--- config.mk ---
export PLATFORM = sky130hd
export DESIGN_NAME = freq_gate_counter
export DESIGN_NICKNAME = d
export VERILOG_FILES = /design/src/rtl/freq_gate_counter_pkg.sv /design/src/rtl/freq_gate_counter_gate_timer.sv /design/src/rtl/freq_gate_counter.sv
export SDC_FILE = /design/constraint.sdc
export NUM_CORES = 1
export LEC_CHECK = 0
export CAP_MARGIN = 20
export CORE_UTILIZATION = 53
export DETAILED_ROUTE_END_ITERATION = 6
export PLACE_DENSITY = 0.8
export REMOVE_ABC_BUFFERS = 1
export SLEW_MARGIN = 20
export SYNTH_ARGS = -nofsm -noshare
export SYNTH_HDL_FRONTEND = slang
export SYNTH_SLANG_ARGS = --single-unit
--- constraint.sdc ---
create_clock -name clk -period 5.4 [get_ports clk]
set_clock_uncertainty 0.2 [all_clocks]
set_input_delay 1.08 -clock clk [delete_from_list [all_inputs] [get_ports clk]]
set_output_delay 1.08 -clock clk [all_outputs]
set_load 0.01 [all_outputs]
--- src/rtl/freq_gate_counter_pkg.sv ---
// rtl/freq_gate_counter_pkg.sv - shared state encodings and default sizing for the gated frequency counter
package freq_gate_counter_pkg;

    typedef enum logic {
        ST_IDLE  = 1'b0,
        ST_COUNT = 1'b1
    } fgc_state_e;

    // Defaults give a 1 s window at 50 MHz; readout logic reuses these.
    localparam int DEF_GATE_CYCLES = 50_000_000;
    localparam int DEF_GATE_W      = 26;
    localparam int DEF_CNT_W       = 32;

endpackage

--- src/rtl/freq_gate_counter_gate_timer.sv ---
// rtl/freq_gate_counter_gate_timer.sv - window timer, 0..GATE_CYCLES-1 with terminal-count pulse
module freq_gate_counter_gate_timer
    import freq_gate_counter_pkg::*;
#(
    parameter int GATE_CYCLES = DEF_GATE_CYCLES,
    parameter int GATE_W      = DEF_GATE_W
) (
    input  logic clk,
    input  logic rst_n,
    input  logic clear,
    input  logic run,
    output logic tc
);

    localparam logic [GATE_W-1:0] LAST = GATE_W'(GATE_CYCLES - 1);

    logic [GATE_W-1:0] cnt_q;
    logic [GATE_W-1:0] cnt_d;

    assign tc = run && (cnt_q == LAST);

    // Wrapping on tc lets back-to-back windows start with no dead cycle.
    always_comb begin
        cnt_d = cnt_q;
        if (clear) begin
            cnt_d = '0;
        end else if (run) begin
            cnt_d = tc ? '0 : cnt_q + 1'b1;
        end
    end

    always_ff @(posedge clk) begin
        if (!rst_n) begin
            cnt_q <= '0;
        end else begin
            cnt_q <= cnt_d;
        end
    end

endmodule

--- src/rtl/freq_gate_counter.sv ---
// rtl/freq_gate_counter.sv - counts edge pulses over a fixed gate window and latches the result
module freq_gate_counter
    import freq_gate_counter_pkg::*;
#(
    parameter int GATE_CYCLES = DEF_GATE_CYCLES,
    parameter int GATE_W      = DEF_GATE_W,
    parameter int CNT_W       = DEF_CNT_W
) (
    input  logic             clk,
    input  logic             rst_n,
    input  logic             pos_edge,
    input  logic             start,
    input  logic             continuous,
    output logic [CNT_W-1:0] freq,
    output logic             freq_valid,
    output logic             overflow,
    output logic             busy
);

    fgc_state_e       state_q, state_d;
    logic [CNT_W-1:0] edge_cnt_q, edge_cnt_d;
    logic             ovf_q, ovf_d;
    logic [CNT_W-1:0] freq_q, freq_d;
    logic             overflow_q, overflow_d;
    logic             freq_valid_q, freq_valid_d;

    logic             timer_clear;
    logic             timer_run;
    logic             tc;
    logic             edge_sat;
    logic [CNT_W-1:0] cnt_inc;
    logic             ovf_inc;

    freq_gate_counter_gate_timer #(
        .GATE_CYCLES (GATE_CYCLES),
        .GATE_W      (GATE_W)
    ) u_gate_timer (
        .clk   (clk),
        .rst_n (rst_n),
        .clear (timer_clear),
        .run   (timer_run),
        .tc    (tc)
    );

    // Count including this cycle's edge, so the terminal cycle's edge reaches freq.
    assign edge_sat = &edge_cnt_q;
    assign cnt_inc  = (pos_edge && !edge_sat) ? edge_cnt_q + 1'b1 : edge_cnt_q;
    assign ovf_inc  = ovf_q | (pos_edge & edge_sat);

    always_comb begin
        state_d      = state_q;
        edge_cnt_d   = edge_cnt_q;
        ovf_d        = ovf_q;
        freq_d       = freq_q;
        overflow_d   = overflow_q;
        freq_valid_d = 1'b0;
        timer_clear  = 1'b0;
        timer_run    = 1'b0;
        case (state_q)
            ST_IDLE: begin
                timer_clear = 1'b1;
                if (start || continuous) begin
                    state_d    = ST_COUNT;
                    edge_cnt_d = '0;
                    ovf_d      = 1'b0;
                end
            end
            ST_COUNT: begin
                timer_run  = 1'b1;
                edge_cnt_d = cnt_inc;
                ovf_d      = ovf_inc;
                if (tc) begin
                    freq_d       = cnt_inc;
                    overflow_d   = ovf_inc;
                    freq_valid_d = 1'b1;
                    if (continuous) begin
                        edge_cnt_d = '0;
                        ovf_d      = 1'b0;
                    end else begin
                        state_d = ST_IDLE;
                    end
                end
            end
        endcase
    end

    always_ff @(posedge clk) begin
        if (!rst_n) begin
            state_q      <= ST_IDLE;
            edge_cnt_q   <= '0;
            ovf_q        <= 1'b0;
            freq_q       <= '0;
            overflow_q   <= 1'b0;
            freq_valid_q <= 1'b0;
        end else begin
            state_q      <= state_d;
            edge_cnt_q   <= edge_cnt_d;
            ovf_q        <= ovf_d;
            freq_q       <= freq_d;
            overflow_q   <= overflow_d;
            freq_valid_q <= freq_valid_d;
        end
    end

    assign freq       = freq_q;
    assign freq_valid = freq_valid_q;
    assign overflow   = overflow_q;
    assign busy       = (state_q == ST_COUNT);

endmodule

==> results of run 1 <==
## worst max-delay path, stage by stage
cell	delay (ns)
clkdlybuf4s50_1	0.67
and4_1	0.32
nand4_1	0.25
a2111oi_1	0.65
o21ai_0	0.19
nand2_1	0.12
o21ai_1	0.06
## sequential cells by signal, summed over array words and instances (netlist names)
register            count
edge_cnt_q             32
freq                   32
u_gate_timer.cnt_q     26
freq_valid              1
ovf_q                   1
busy                    1
overflow                1
## where the power goes
part	switching (mW)	internal, mW
clock network	0.257	0.324
registers	0.00247	0.694
logic	0.0301	0.0131
total	0.290	1.03
## logic make-up after synthesis
group	Yosys count	synth area share, %
buf+inv	42	3.70
flops	94	40.9
simple gates	233	26.5
compound gates	131	17.7
mux	4	0.871
fa+ha+maj	2	0.544
xor+xnor	51	9.71
## metrics by stage
step | worst slack [ns] | power (mW) | hold slack (ns) | util [%]
detailed placement | 1.76 | 0.756 | 0.242 | 61.0
floorplan | 1.98 | 0.738 | 0.218 | -
CTS | 2.12 | 1.33 | 0.262 | 64.0
global placement | 1.81 | 0.755 | 0.232 | 60.9
finish | 2.10 | 1.32 | 0.258 | 64.0
global route | 1.91 | 1.37 | 0.276 | 64.0
## layout make-up
type	count	area share (%)
multi-input cells	421	48.5
clock inverters	6	2.19
flip-flops and latches	94	35.4
clock buffers	10	2.59
well taps	105	2.47
inverters	11	0.777
repair buffers	44	8.05
## placed cells by master (no fill, tap or decap), types with 3 or more instances in the layout
cell / netlist / final
dfxtp_1: 94 / 94
nor2_1: 60 / 60
nand2_1: 49 / 49
xnor2_1: 39 / 39
clkdlybuf4s50_1: 0 / 39
o21ai_0: 36 / 36
a21oi_1: 36 / 35
nand3_1: 21 / 21
a31oi_1: 21 / 21
nand4_1: 18 / 18
a211oi_1: 15 / 15
nor3_1: 13 / 13
nand2b_1: 12 / 12
xor2_1: 12 / 12
inv_1: 10 / 10
clkbuf_8: 0 / 10
and2_1: 9 / 9
and3_1: 7 / 7
nor4_1: 10 / 7
or3_1: 7 / 7
and4_1: 7 / 7
buf_4: 2 / 5
nor4_2: 2 / 4
mux2i_1: 4 / 4
or2_2: 3 / 3
o31ai_1: 3 / 3
o21ai_1: 3 / 3
bufinv_16: 0 / 3
## worst max-delay path by stage
stage          startpoint             end  slack, ns
2_1_floorplan       rst_n  edge_cnt_q[16]       1.98
3_3_place_gp     pos_edge        freq[22]       1.81
3_5_place_dp     pos_edge        freq[20]       1.76
4_1_cts          pos_edge        freq[22]       2.12
5_1_grt          pos_edge        freq[22]       1.91
6_report         pos_edge  edge_cnt_q[24]       2.10
## layer usage
metal	track usage [%]	vias to the layer above	share of wire, %
li1	-	2041	-
met1	35.6	1954	48
met2	41.1	117	46
met3	4.55	13	4.8
met4	8.71	0	1.3
met5	0	-	0
==> impl_metrics.ini, run 1 <==
[timing]
setup_violations = 0
finalCriticalPeriod_ns = 3.30
worst_pin_slew_ns = 0.878
fin_setup_tns_ns = 0
period_share_pct = 61.0
finalHoldViolCount = 0
relSlewSlack_pct = 41.4
maxSlewViolCount = 0
grt_setup_unrepaired = false
max_freq_mhz = 303

[cells_and_area]
nFillCells = 710
drive_gt1_share_pct = 7.51
nNetsFinal = 588
multi_input_area_sq_um = 2580
syn_to_final_growth_pct = 15.6
regArea_sq_um = 1880
design_area_sq_um = 5310
stdcell_count = 691
antenna_cells = 0

[grt]
grt_max_degree = 44
grt_pass1_wl_mm = 18.2
track_usage_pct = 26.0
grt_antenna_before_repair = 0
grt_pass1_vias = 3757
grt.overflow.total = 0

[cts]
cts.clk_slew.worst_paths_ns = 0.09
clk_latency_ns = 0.37
cts_buffers = 9
cts_sinks = 94
clockRootBuffer = clkbuf_8
cts_buffer_depth = 2
ctsResizeCount = 0
post-cts-setup-buffers = 0
h-tree-depth = 3
cts_hold_buf = 0
tritoncts = yes

[die]
die-area_sq_um = 9050
start_util_pct = 55.4
die_w_microns = 95.1
io_pins = 40
core_area_sq_um = 8300
rows = 33
dieHeight_microns = 95.1

[worst_setup_path]
reg2reg_depth = 7
cp.arrival_ns = 3.35
start_kind = primary input
ff2ff_setup_slack_ns = 2.56
r2r_end = freq[31]
r2r_start = u_gate_timer.cnt_q[17]
critPathCaptureType = register
worst-setup-path-type = primary input to register
cp_max_fo = 8
required_ns = 5.46

[pwr]
p_per_area_nw_per_um2 = 249
peakVddDrop_mv = 0.144
power.leakage_nw = 1.61

[synthesis]
synth.distinct_cells = 55
yosysMostFrequentCell = dfxtp_1
async_flop_share_pct = 0
yosys.area.top_type_share_pct = 40.9
syn_area_per_cell_sq_um = 8.26
synth_flop_cell = dfxtp_1
netlist_instances = 557
synth_common_cells = dfxtp_1, nor2_1, nand2_1, xnor2_1
ys_seq_elements = 94
synth_area_sq_um = 4600
synth_area_leaders = dfxtp_1, xnor2_1, nor2_1, nand2_1, a21oi_1
yosysWarnings = 0
synth_edf_count = 0
yosysTopAreaCell = dfxtp_1
synth.yosys.seq_area_share_pct = 40.9

[routing]
drt_iter0_markers = 239
firstDrtPassIters = 5
via_per_inst = 5.97
drtAntennaViolNets = 0
wirelength_mm = 10.9
wl_per_cell_microns = 15.7
vias = 4125
drcViolationCount = 0

[place]
postPlaceCellArea_sq_um = 5060
placedCellCount = 675
hpwlAfterDp_mm = 7.67
gp_congestion = 0.895
io_buffers = 39

[worst_hold_path]
worstHoldStart = u_gate_timer.cnt_q[0]
min_to = u_gate_timer.cnt_q[0]
holdPathStages = 1
min-delay-path-class = register to register

[status]
outcome = completed

[flow_run]
maxCapViolCount = 0
Power figures use the tool's default switching activity.
==> run 2, diff against run 1 <==
==> constraint.sdc (replaced) <==
create_clock -name clk -period 3.1 [get_ports clk]
set_clock_uncertainty 0.2 [all_clocks]
set_input_delay 0.62 -clock clk [delete_from_list [all_inputs] [get_ports clk]]
set_output_delay 0.62 -clock clk [all_outputs]
set_load 0.01 [all_outputs]
==> impl_metrics.ini, run 2 (synthesis gave the netlist of run 1 again) <==
[worst_hold_path]
holdPathStages = 1
worstHoldStart = u_gate_timer.cnt_q[0]
min-delay-path-class = register to register
min_to = u_gate_timer.cnt_q[0]

[cts]
h-tree-depth = 3
clockRootBuffer = clkbuf_8
clk_latency_ns = 0.37
post-cts-setup-buffers = 0
cts_buffer_depth = 2
cts.clk_slew.worst_paths_ns = 0.10
tritoncts = yes
ctsResizeCount = 0
cts_sinks = 94
cts_hold_buf = 0
cts_buffers = 9

[timing]
max_freq_mhz = 374
finalHoldViolCount = 0
fin_setup_tns_ns = 0
grt_setup_unrepaired = false
worst_pin_slew_ns = 0.698
period_share_pct = 86.2
maxSlewViolCount = 0
finalCriticalPeriod_ns = 2.67
setup_violations = 0
relSlewSlack_pct = 53.4

[worst_setup_path]
cp.arrival_ns = 2.73
required_ns = 3.16
ff2ff_setup_slack_ns = 0.43
start_kind = register
r2r_end = freq[3]
critPathCaptureType = register
reg2reg_depth = 6
worst-setup-path-type = register to register
r2r_start = edge_cnt_q[29]
cp_max_fo = 13

[grt]
top_usage_layer = met2
met1_usage_pct = 36.4
grt_pass1_wl_mm = 18.6
grt.met3_usage_pct = 3.99
grt_max_degree = 25
grt_antenna_before_repair = 0
track_usage_pct = 26.5
met2_usage_pct = 41.4
grt.overflow.total = 0
grt_pass1_vias = 3822

[pwr]
peakVddDrop_mv = 0.240
p_per_area_nw_per_um2 = 388
power.leakage_nw = 1.65

[die]
die_w_microns = 95.1
start_util_pct = 55.4
rows = 33
core_area_sq_um = 8300
dieHeight_microns = 95.1
die-area_sq_um = 9050
io_pins = 40

[status]
outcome = completed

[place]
gp_congestion = 0.916
hpwlAfterDp_mm = 7.88
io_buffers = 39

[routing]
wl_per_cell_microns = 15.8
drcViolationCount = 0
via_per_inst = 5.96
firstDrtPassIters = 5
wirelength_mm = 11.2
drtAntennaViolNets = 0
drt_iter0_markers = 238
vias = 4209

[cells_and_area]
final_cell_mix = dfxtp_1, nor2_1, nand2_1
drive_gt1_share_pct = 9.65
syn_to_final_growth_pct = 16.2
final_core_util_pct = 64.4
antenna_cells = 0
nNetsFinal = 603
final_common_cell = dfxtp_1

[flow_run]
maxCapViolCount = 0
run 2: cell count changes in the layout (fill, tap and decap cells not counted), sizes merged:
cell / delta
inv: +2
buf: +15
bufinv: -3
clkinvlp: +2
clkbuf: -1
run 2: layout make-up:
| type | instances | area, sq um |
|---|---|---|
| Timing Repair Buffer | 59 | 541 |
| Tap cell | 105 | 131 |
| Clock inverter | 7 | 55.1 |
| Multi-Input combinational cell | 421 | 2570 |
| Fill cell | 718 | 2950 |
| Clock buffer | 9 | 124 |
| Inverter | 11 | 41.3 |
| Sequential cell | 94 | 1880 |
run 2: per-stage QoR:
stage               cells  power (mW)  worst slack (ns)  instance area [sq um]  hold WS (ns)
finish                706        2.07             0.429                   5350         0.256
global route          706        2.16             0.262                   5350         0.278
CTS                   706        2.09             0.440                   5350         0.260
detailed placement    690        1.32             0.188                   5170         0.245
global placement      690        1.32             0.296                   5170         0.229
floorplan             526        1.29            0.0142                   4470         0.218
run 2: critical path: stages (launching register included):
cell and delay, ns:
dfxtp_1 0.46, nand3_1 0.20, or4_1 0.61, o31a_1 0.48, and3_1 0.30, xnor2_1 0.21, a21oi_1 0.10
run 2: how the worst max path moves through the flow:
stage	startpoint	to	slack, ns	cells after the start
detailed placement	pos_edge	edge_cnt_q[14]	0.19	7
CTS	u_gate_timer.cnt_q[17]	edge_cnt_q[7]	0.44	7
global route	edge_cnt_q[0]	edge_cnt_q[14]	0.26	8
finish	edge_cnt_q[29]	freq[3]	0.43	6
global placement	pos_edge	edge_cnt_q[14]	0.30	7
floorplan	u_gate_timer.cnt_q[17]	freq[4]	0.01	5
run 2: report_power, final:
part	internal (mW)	leakage [nW]	switching (mW)	total (mW)
Sequential	1.21	0.757	0.00416	1.21
Combinational	0.0275	0.807	0.0558	0.0833
Clock	0.302	0.0870	0.476	0.777
run 2: per-layer routing:
| layer | wire length (microns) | up-vias | share of wire, % |
|---|---|---|---|
| li1 | - | 2082 | - |
| met1 | 5340 | 1973 | 48 |
| met2 | 5010 | 134 | 45 |
| met3 | 590 | 20 | 5.3 |
| met4 | 241 | 0 | 2.2 |
| met5 | 0 | - | 0 |
